$ cat config.mk
export PLATFORM = sky130hd
export DESIGN_NAME = leaf_port_bank
export DESIGN_NICKNAME = d
export VERILOG_FILES = /design/src/rtl/leaf_port_pkg.sv /design/src/rtl/leaf_port_fifo.sv /design/src/rtl/leaf_port_bank.sv
export SDC_FILE = /design/constraint.sdc
export NUM_CORES = 1
export LEC_CHECK = 0
export ABC_CLOCK_PERIOD_IN_PS = 5200
export BUFFER_PORTS_ARGS = -buffer_cell sky130_fd_sc_hd__buf_2
export CAP_MARGIN = 30
export CORE_AREA = 3 3 325 327
export CTS_BUF_LIST = sky130_fd_sc_hd__clkbuf_2 sky130_fd_sc_hd__clkbuf_4 sky130_fd_sc_hd__clkbuf_8
export CTS_CLUSTER_SIZE = 40
export DETAILED_ROUTE_END_ITERATION = 7
export DIE_AREA = 0 0 328 330
export PLACE_DENSITY = 0.86
export SLEW_MARGIN = 30
export SYNTH_ARGS = -nofsm -noshare
export SYNTH_HDL_FRONTEND = slang
export SYNTH_HIERARCHICAL = 1
export SYNTH_SLANG_ARGS = --single-unit
$ cat constraint.sdc
create_clock -name clk_user -period 5.2 [get_ports clk_user]
set_input_delay 0.26 -clock clk_user [delete_from_list [all_inputs] [get_ports clk_user]]
set_output_delay 0.26 -clock clk_user [all_outputs]
set_load 0.01 [all_outputs]
$ cat src/rtl/leaf_port_pkg.sv
// -----------------------------------------------------------------------------
// leaf_port_pkg
// Shared types and constants for the leaf port bank:
//   - seq_state_t   : start sequencer state (IDLE/LOAD/ARMED/RUN), 2 bits
//   - STATE_BITS    : width of the sequencer state / state_out port
//   - STAT_CNT_BITS : width of each per-channel transfer counter
// -----------------------------------------------------------------------------
package leaf_port_pkg;

    localparam int STATE_BITS    = 2;
    localparam int STAT_CNT_BITS = 16;

    typedef enum logic [STATE_BITS-1:0] {
        ST_IDLE  = 2'd0,
        ST_LOAD  = 2'd1,
        ST_ARMED = 2'd2,
        ST_RUN   = 2'd3
    } seq_state_t;

endpackage

$ cat src/rtl/leaf_port_fifo.sv
// -----------------------------------------------------------------------------
// leaf_port_fifo
// Single-clock FIFO with valid/ack handshakes on both sides and a synchronous
// flush. The head word is presented combinationally, so a word written on
// edge N is visible (o_rd_vld=1) right after edge N.
// Ports:
//   i_clk, i_rst_n        clock, asynchronous active-low reset
//   i_flush               synchronous clear of pointers and count
//   i_wr_data/i_wr_vld    write side word and valid
//   o_wr_ack              write side ack, high while not full
//   o_rd_data/o_rd_vld    head word (0 when empty) and not-empty flag
//   i_rd_ack              read side pop request
// -----------------------------------------------------------------------------
module leaf_port_fifo #(
    parameter int WIDTH     = 32,
    parameter int ADDR_BITS = 2
) (
    input  logic             i_clk,
    input  logic             i_rst_n,
    input  logic             i_flush,
    input  logic [WIDTH-1:0] i_wr_data,
    input  logic             i_wr_vld,
    output logic             o_wr_ack,
    output logic [WIDTH-1:0] o_rd_data,
    output logic             o_rd_vld,
    input  logic             i_rd_ack
);

    localparam int DEPTH = 1 << ADDR_BITS;
    localparam logic [ADDR_BITS:0] FULL_COUNT = {1'b1, {ADDR_BITS{1'b0}}};

    logic [WIDTH-1:0]     r_mem [DEPTH];
    logic [ADDR_BITS-1:0] r_wr_ptr;
    logic [ADDR_BITS-1:0] r_rd_ptr;
    logic [ADDR_BITS:0]   r_count;
    logic                 w_push;
    logic                 w_pop;

    // Ack depends on the count alone: a full FIFO refuses a word even if the
    // head is popped in the same cycle.
    assign o_wr_ack  = (r_count != FULL_COUNT);
    assign o_rd_vld  = (r_count != '0);
    assign w_push    = i_wr_vld & o_wr_ack;
    assign w_pop     = i_rd_ack & o_rd_vld;
    assign o_rd_data = o_rd_vld ? r_mem[r_rd_ptr] : '0;

    // Storage carries no reset; the output mux hides stale contents.
    always_ff @(posedge i_clk) begin
        if (w_push) begin
            r_mem[r_wr_ptr] <= i_wr_data;
        end
    end

    always_ff @(posedge i_clk or negedge i_rst_n) begin
        if (!i_rst_n) begin
            r_wr_ptr <= '0;
            r_rd_ptr <= '0;
            r_count  <= '0;
        end else if (i_flush) begin
            r_wr_ptr <= '0;
            r_rd_ptr <= '0;
            r_count  <= '0;
        end else begin
            if (w_push) begin
                r_wr_ptr <= r_wr_ptr + 1'b1;
            end
            if (w_pop) begin
                r_rd_ptr <= r_rd_ptr + 1'b1;
            end
            case ({w_push, w_pop})
                2'b10:   r_count <= r_count + 1'b1;
                2'b01:   r_count <= r_count - 1'b1;
                default: r_count <= r_count;
            endcase
        end
    end

endmodule

$ cat src/rtl/leaf_port_bank.sv
// -----------------------------------------------------------------------------
// leaf_port_bank
// Buffering and sequencing shell between leaf_interface and a user core.
//   - NUM_IN_PORTS interface->user FIFOs and NUM_OUT_PORTS user->interface FIFOs
//   - one register stage on the instruction config write path
//   - start sequencer driving the core's active-low reset
// Ports:
//   clk_user, resetn                      clock, asynchronous active-low reset
//   ap_start                              level start request
//   if_din/if_vld_in/if_ack_in            interface -> in-FIFOs
//   user_dout/user_vld_out/user_ack_out   in-FIFO heads -> core
//   user_din/user_vld_in/user_ack_in      core -> out-FIFOs
//   if_dout/if_vld_out/if_ack_out         out-FIFO heads -> interface
//   cfg_*_in / cfg_*_out                  config write, registered to the core
//   core_resetn                           core reset, high only in RUN
//   cfg_err                               sticky: config write while ARMED/RUN
//   state_out                             sequencer state
//   stat_xfer_cnt                         per-channel 16-bit saturating
//                                         transfer counters, in-channels
//                                         first (only with LEAF_PORT_STATS_EN)
// Build option: define LEAF_PORT_STATS_EN to add stat_xfer_cnt.
// -----------------------------------------------------------------------------
module leaf_port_bank
    import leaf_port_pkg::*;
#(
    parameter int PAYLOAD_BITS   = 32,
    parameter int NUM_IN_PORTS   = 5,
    parameter int NUM_OUT_PORTS  = 5,
    parameter int FIFO_ADDR_BITS = 2,
    parameter int CFG_ADDR_BITS  = 24,
    parameter int CFG_DATA_BITS  = 8,
    parameter int START_DELAY    = 4
) (
    input  logic                                    clk_user,
    input  logic                                    resetn,
    input  logic                                    ap_start,
    input  logic [NUM_IN_PORTS*PAYLOAD_BITS-1:0]    if_din,
    input  logic [NUM_IN_PORTS-1:0]                 if_vld_in,
    output logic [NUM_IN_PORTS-1:0]                 if_ack_in,
    output logic [NUM_IN_PORTS*PAYLOAD_BITS-1:0]    user_dout,
    output logic [NUM_IN_PORTS-1:0]                 user_vld_out,
    input  logic [NUM_IN_PORTS-1:0]                 user_ack_out,
    input  logic [NUM_OUT_PORTS*PAYLOAD_BITS-1:0]   user_din,
    input  logic [NUM_OUT_PORTS-1:0]                user_vld_in,
    output logic [NUM_OUT_PORTS-1:0]                user_ack_in,
    output logic [NUM_OUT_PORTS*PAYLOAD_BITS-1:0]   if_dout,
    output logic [NUM_OUT_PORTS-1:0]                if_vld_out,
    input  logic [NUM_OUT_PORTS-1:0]                if_ack_out,
    input  logic [CFG_ADDR_BITS-1:0]                cfg_addr_in,
    input  logic [CFG_DATA_BITS-1:0]                cfg_data_in,
    input  logic                                    cfg_wr_en_in,
    output logic [CFG_ADDR_BITS-1:0]                cfg_addr_out,
    output logic [CFG_DATA_BITS-1:0]                cfg_data_out,
    output logic                                    cfg_wr_en_out,
    output logic                                    core_resetn,
    output logic                                    cfg_err,
    output logic [STATE_BITS-1:0]                   state_out
`ifdef LEAF_PORT_STATS_EN
    ,
    output logic [(NUM_IN_PORTS+NUM_OUT_PORTS)*STAT_CNT_BITS-1:0] stat_xfer_cnt
`endif
);

    localparam logic [7:0] DELAY_LAST = 8'(START_DELAY - 1);

    seq_state_t             r_state;
    seq_state_t             w_state_next;
    logic [7:0]             r_delay_cnt;
    logic                   w_armed_done;
    logic                   w_flush;
    logic                   w_cfg_accept;
    logic                   w_cfg_reject;
    logic                   w_core_run_next;

    logic                   r_core_resetn;
    logic                   r_cfg_err;
    logic                   r_cfg_wr_en;
    logic [CFG_ADDR_BITS-1:0] r_cfg_addr;
    logic [CFG_DATA_BITS-1:0] r_cfg_data;

    // ---------------- sequencer: state register ----------------
    always_ff @(posedge clk_user or negedge resetn) begin
        if (!resetn) begin
            r_state <= ST_IDLE;
        end else begin
            r_state <= w_state_next;
        end
    end

    // Cycles spent in ARMED; restarts from 0 on every entry.
    always_ff @(posedge clk_user or negedge resetn) begin
        if (!resetn) begin
            r_delay_cnt <= '0;
        end else if (r_state == ST_ARMED) begin
            r_delay_cnt <= r_delay_cnt + 8'd1;
        end else begin
            r_delay_cnt <= '0;
        end
    end

    assign w_armed_done = (r_delay_cnt == DELAY_LAST);

    // ---------------- sequencer: next-state logic ----------------
    always_comb begin
        w_state_next = r_state;
        case (r_state)
            ST_IDLE: begin
                if (ap_start) begin
                    w_state_next = ST_ARMED;
                end else if (cfg_wr_en_in) begin
                    w_state_next = ST_LOAD;
                end
            end
            ST_LOAD: begin
                if (ap_start) begin
                    w_state_next = ST_ARMED;
                end
            end
            ST_ARMED: begin
                if (!ap_start) begin
                    w_state_next = ST_IDLE;
                end else if (w_armed_done) begin
                    w_state_next = ST_RUN;
                end
            end
            ST_RUN: begin
                if (!ap_start) begin
                    w_state_next = ST_IDLE;
                end
            end
            default: w_state_next = ST_IDLE;
        endcase
    end

    // ---------------- sequencer: output decode ----------------
    always_comb begin
        w_flush         = (r_state == ST_RUN) && !ap_start;
        w_cfg_accept    = cfg_wr_en_in && ((r_state == ST_IDLE) || (r_state == ST_LOAD));
        w_cfg_reject    = cfg_wr_en_in && ((r_state == ST_ARMED) || (r_state == ST_RUN));
        w_core_run_next = (w_state_next == ST_RUN);
    end

    // core_resetn comes straight from a flop, so it rises on the edge that
    // enters RUN and falls on the edge that leaves it, without glitches.
    always_ff @(posedge clk_user or negedge resetn) begin
        if (!resetn) begin
            r_core_resetn <= 1'b0;
            r_cfg_err     <= 1'b0;
            r_cfg_wr_en   <= 1'b0;
            r_cfg_addr    <= '0;
            r_cfg_data    <= '0;
        end else begin
            r_core_resetn <= w_core_run_next;
            r_cfg_err     <= r_cfg_err | w_cfg_reject;
            r_cfg_wr_en   <= w_cfg_accept;
            if (w_cfg_accept) begin
                r_cfg_addr <= cfg_addr_in;
                r_cfg_data <= cfg_data_in;
            end
        end
    end

    assign core_resetn   = r_core_resetn;
    assign cfg_err       = r_cfg_err;
    assign cfg_wr_en_out = r_cfg_wr_en;
    assign cfg_addr_out  = r_cfg_addr;
    assign cfg_data_out  = r_cfg_data;
    assign state_out     = r_state;

    // ---------------- channel FIFOs ----------------
    genvar gi;
    generate
        for (gi = 0; gi < NUM_IN_PORTS; gi++) begin : g_in
            leaf_port_fifo #(
                .WIDTH     (PAYLOAD_BITS),
                .ADDR_BITS (FIFO_ADDR_BITS)
            ) u_fifo (
                .i_clk     (clk_user),
                .i_rst_n   (resetn),
                .i_flush   (w_flush),
                .i_wr_data (if_din[gi*PAYLOAD_BITS +: PAYLOAD_BITS]),
                .i_wr_vld  (if_vld_in[gi]),
                .o_wr_ack  (if_ack_in[gi]),
                .o_rd_data (user_dout[gi*PAYLOAD_BITS +: PAYLOAD_BITS]),
                .o_rd_vld  (user_vld_out[gi]),
                .i_rd_ack  (user_ack_out[gi])
            );
        end

        for (gi = 0; gi < NUM_OUT_PORTS; gi++) begin : g_out
            leaf_port_fifo #(
                .WIDTH     (PAYLOAD_BITS),
                .ADDR_BITS (FIFO_ADDR_BITS)
            ) u_fifo (
                .i_clk     (clk_user),
                .i_rst_n   (resetn),
                .i_flush   (w_flush),
                .i_wr_data (user_din[gi*PAYLOAD_BITS +: PAYLOAD_BITS]),
                .i_wr_vld  (user_vld_in[gi]),
                .o_wr_ack  (user_ack_in[gi]),
                .o_rd_data (if_dout[gi*PAYLOAD_BITS +: PAYLOAD_BITS]),
                .o_rd_vld  (if_vld_out[gi]),
                .i_rd_ack  (if_ack_out[gi])
            );
        end
    endgenerate

`ifdef LEAF_PORT_STATS_EN
    // ---------------- per-channel transfer counters ----------------
    localparam int NUM_CH = NUM_IN_PORTS + NUM_OUT_PORTS;

    // A transfer is counted on the FIFO write side of each channel.
    logic [NUM_CH-1:0] w_xfer;
    assign w_xfer = {user_vld_in & user_ack_in, if_vld_in & if_ack_in};

    generate
        for (gi = 0; gi < NUM_CH; gi++) begin : g_stat
            logic [STAT_CNT_BITS-1:0] r_cnt;

            always_ff @(posedge clk_user or negedge resetn) begin
                if (!resetn) begin
                    r_cnt <= '0;
                end else if (w_flush) begin
                    r_cnt <= '0;
                end else if ((r_state == ST_RUN) && w_xfer[gi] && (r_cnt != '1)) begin
                    r_cnt <= r_cnt + 1'b1;
                end
            end

            assign stat_xfer_cnt[gi*STAT_CNT_BITS +: STAT_CNT_BITS] = r_cnt;
        end
    endgenerate
`endif

endmodule

==> run_results.csv <==
group,metric,value,unit
detailed_routing,ant_nets,0,
worst_setup_path,crit_chain,"or3_2 -> and3_1 -> fa_1 -> nor3_1 -> nand3b_1 -> dlygate4sd3_1 -> a31oi_1 -> dlygate4sd3_1",
placed_design,place_hpwl,84500,um
clocking,cts.sinks,1395,
worst_hold_path,hold_path_class,"input port to flip-flop",
synthesis,synth_flop_cell,"edfxtp_1",
worst_setup_path,critPathLaunch,"g_in[4].u_fifo/r_count[0]",
detailed_routing,routed.top_layer,"met5",
synthesis,ys_seq_area_share,73.3,%
detailed_routing,drt-total-wl,146000,um
global_routing,grt_use_total,26.7,%
status,status,"finished, final reports clean",
worst_setup_path,crit_required,5.98,ns
worst_setup_path,critical_path.max_stage_delay,0.82,ns
layout,area_growth,22.9,%
job,max-cap-violations,0,
detailed_routing,first_pass_iters,5,
synthesis,synth_top_area_share,68.2,%
synthesis,synth_cell_types,60,
worst_hold_path,hold_depth,2,
worst_setup_path,cpMostUsedCell,"dlygate4sd3_1",
detailed_routing,dr.first_iter.drc_count,3034,
timing,fin_skew,0.0612,ns
detailed_routing,drc,0,
clocking,cts_tree,"done",
synthesis,synth-seq-cells,1395,
synthesis,synthCells,2818,
power,power_density,561,nW/um2
timing,slew_headroom,38.6,%
synthesis,synth_edf_count,1280,
synthesis,synth_area,56400,um2
timing,slew_violations,0,
synthesis,ys.warnings.count,6,
layout,final_util,67.1,%
worst_setup_path,arrival,4.44,ns
global_routing,grt_pass1_wl,215000,um
clocking,clockBufferDepth,3,
worst_setup_path,criticalPathCategory,"flip-flop to flip-flop",
synthesis,synth-async-reset-ratio,8.24,%
worst_setup_path,ff2ff_path_depth,8,
synthesis,synth_fp_nets,3245,
detailed_routing,vias_per_cell,5.82,
worst_setup_path,critPathCaptureType,"flip-flop",
die,core,103000,um2
die,die_w,328,um
clocking,h-tree-depth,4,
clocking,postCtsResizedCells,0,
die,rows,118,
timing,fin_hold_ws,0.153,ns
global_routing,grt_max_degree,50,
power,p_leak,25.3,nW
detailed_routing,vias,32700,
detailed_routing,wl_per_cell,26.0,um
timing,fin_crit,3.66,ns
clocking,cts_buffers,207,
detailed_routing,wl_met2,74400,um
layout,fin_nets,4478,
placed_design,gp_congestion,0.795,
synthesis,synthTopCellsByArea,"edfxtp_1 (68%), mux4_2 (12%), dfrtp_1 (5.1%), nor2b_1 (2.7%), ha_1 (0.91%)",
timing,finalHoldViolations,0,
worst_setup_path,cp_max_fo,36,
worst_hold_path,min_from,"if_din[55]",
clocking,clk_latency,0.86,ns
global_routing,grt_pass1_vias,34300,
timing,setup_tns,0,ns
worst_setup_path,cp-start-kind,"flip-flop",
synthesis,yosysTopAreaCell,"edfxtp_1",
clocking,clk_pin_slew,0.08,ns
timing,timing.final.crit_share,70.4,%
die,dieArea,108000,um2
timing,rsz0062_at_grt,"no",
synthesis,syn-mean-instance-area,20.0,um2
detailed_routing,met1Wirelength,50100,um
die,initial_core_util,54.6,%
worst_setup_path,r2r_start,"g_in[4].u_fifo/r_count[0]",
die,die_h,330,um
detailed_routing,route.met3.wl,13900,um
timing,setup_viol,0,
power,vdd.ir_drop.worst,0.387,mV
global_routing,overflow,0,
placed_design,portBuffers,752,
clocking,cts-root-buf,"clkbuf_8",
timing,clock.fmax,273,MHz
die,pin_count,753,
worst_setup_path,cp_slowest_cell,"or3_2",
layout,drive_above_1_share,36.4,%
global_routing,antenna_found_initial,21,
timing,tightest_slew,0.921,ns
## per-stage QoR
| stage | cell area (um2) | total power, W | setup slack (ns) | cells |
|---|---|---|---|---|
| after CTS | 69200 | 0.0385 | 1.60 | 5606 |
| after floorplan | 56400 | 0.0246 | 1.93 | 2818 |
| after detailed placement | 61100 | 0.0291 | 2.61 | 4843 |
| final | 69300 | 0.0388 | 1.54 | 5627 |
| after global placement | 61100 | 0.0287 | 2.49 | 4843 |
| after global routing | 69300 | 0.0405 | 1.38 | 5619 |
## cells in the mapped netlist, types with 15 or more instances
library cell,n
edfxtp_1,1280
mux4_2,302
nor2b_1,241
dfrtp_1,115
buf_2,67
inv_1,65
nor2_1,64
a21oi_1,51
and2b_1,49
and3_1,46
ha_1,41
and2_1,39
clkbuf_1,38
buf_6,31
mux2_4,29
o21ai_0,29
xor2_1,29
nand3_1,27
buf_12,20
mux4_1,18
nand3b_1,17
nand2_1,16
nand2b_1,15
## power breakdown
group / switching [W] / internal (W) / total [W]
Combinational: 0.00722 / 0.00604 / 0.0133
Sequential: 0.00164 / 0.0147 / 0.0164
Clock: 0.00429 / 0.00494 / 0.00923
## sequential cells by signal, summed over array words and instances, names as in the netlist, 8 cells and up
name,cells
cfg_data_out,8
g_in.u_fifo/r_rd_ptr,10
cfg_addr_out,24
g_out.u_fifo/r_mem,640
r_delay_cnt,8
g_out.u_fifo/r_count,15
g_out.u_fifo/r_wr_ptr,10
g_in.u_fifo/r_mem,640
g_in.u_fifo/r_wr_ptr,10
g_in.u_fifo/r_count,15
g_out.u_fifo/r_rd_ptr,10
## cell type report
class,instances,area (um2)
clock inverter,79,599
inverter,65,244
clock buffer,305,3710
sequential,1395,41300
fill,6015,33900
antenna,21,52.6
multi-input combinational,1194,13600
tap,1380,1730
timing repair buffer,1188,8010
## critical path, delay by kind of cell, from the launching register on
kind            cells  cell delay [ns]
compound gates      1             0.17
fa+ha+maj           1             0.40
flops               1             0.47
simple gates        4             1.42
buf+inv             2             1.15
## logic make-up (layout without fill, tap and decap cells)
logic type | Yosys count | after routing | share of synthesized area (%)
fa+ha+maj | 51 | 51 | 1.26
xor+xnor | 41 | 41 | 0.637
other cells | 0 | 21 | 0
mux | 354 | 354 | 13.8
buf+inv | 229 | 1637 | 2.72
simple gates | 568 | 568 | 6.24
flops | 1395 | 1395 | 73.3
compound gates | 180 | 180 | 2.10
## worst paths after layout
path,slack (ns),end
min in group asynchronous,0.54,g_out[3].u_fifo/r_rd_ptr[1]
worst min register to register,0.48,cfg_err
worst max-delay path,1.54,g_in[4].u_fifo/r_count[2]
worst max register to register,1.54,g_in[4].u_fifo/r_count[2]
worst min-delay path,0.15,g_in[1].u_fifo/r_mem[3][23]
max in group asynchronous,3.43,g_in[3].u_fifo/r_rd_ptr[0]
## layout by cell type (no fill, tap or decap), drive strengths merged, types with 11 or more instances in the layout
master       count
nor2b          241
nand3b          17
nand2           16
edfxtp        1280
ha              41
inv             71
mux2            33
and2b           49
dfrtp          115
clkbuf         305
xnor2           12
dlygate4sd3    378
o21ai           36
clkinv          61
nand2b          15
and2            39
nor3            11
a21oi           51
xor2            29
mux4           320
diode           21
a2111oi         16
and3            46
or3             14
buf            810
nand3           28
nor3b           16
nor2            64
## routing by layer
layer	vias up	GRT usage, %
li1	13700	-
met1	16600	31.3
met2	2016	45.2
met3	428	7.44
met4	6	14.1
met5	-	0
## repair_timing
item,in CTS,in global routing
hold buffers,379,0
endpoints found under the hold margin,1464,0
setup buffers,0,0
(Power assumes the default switching activity.)
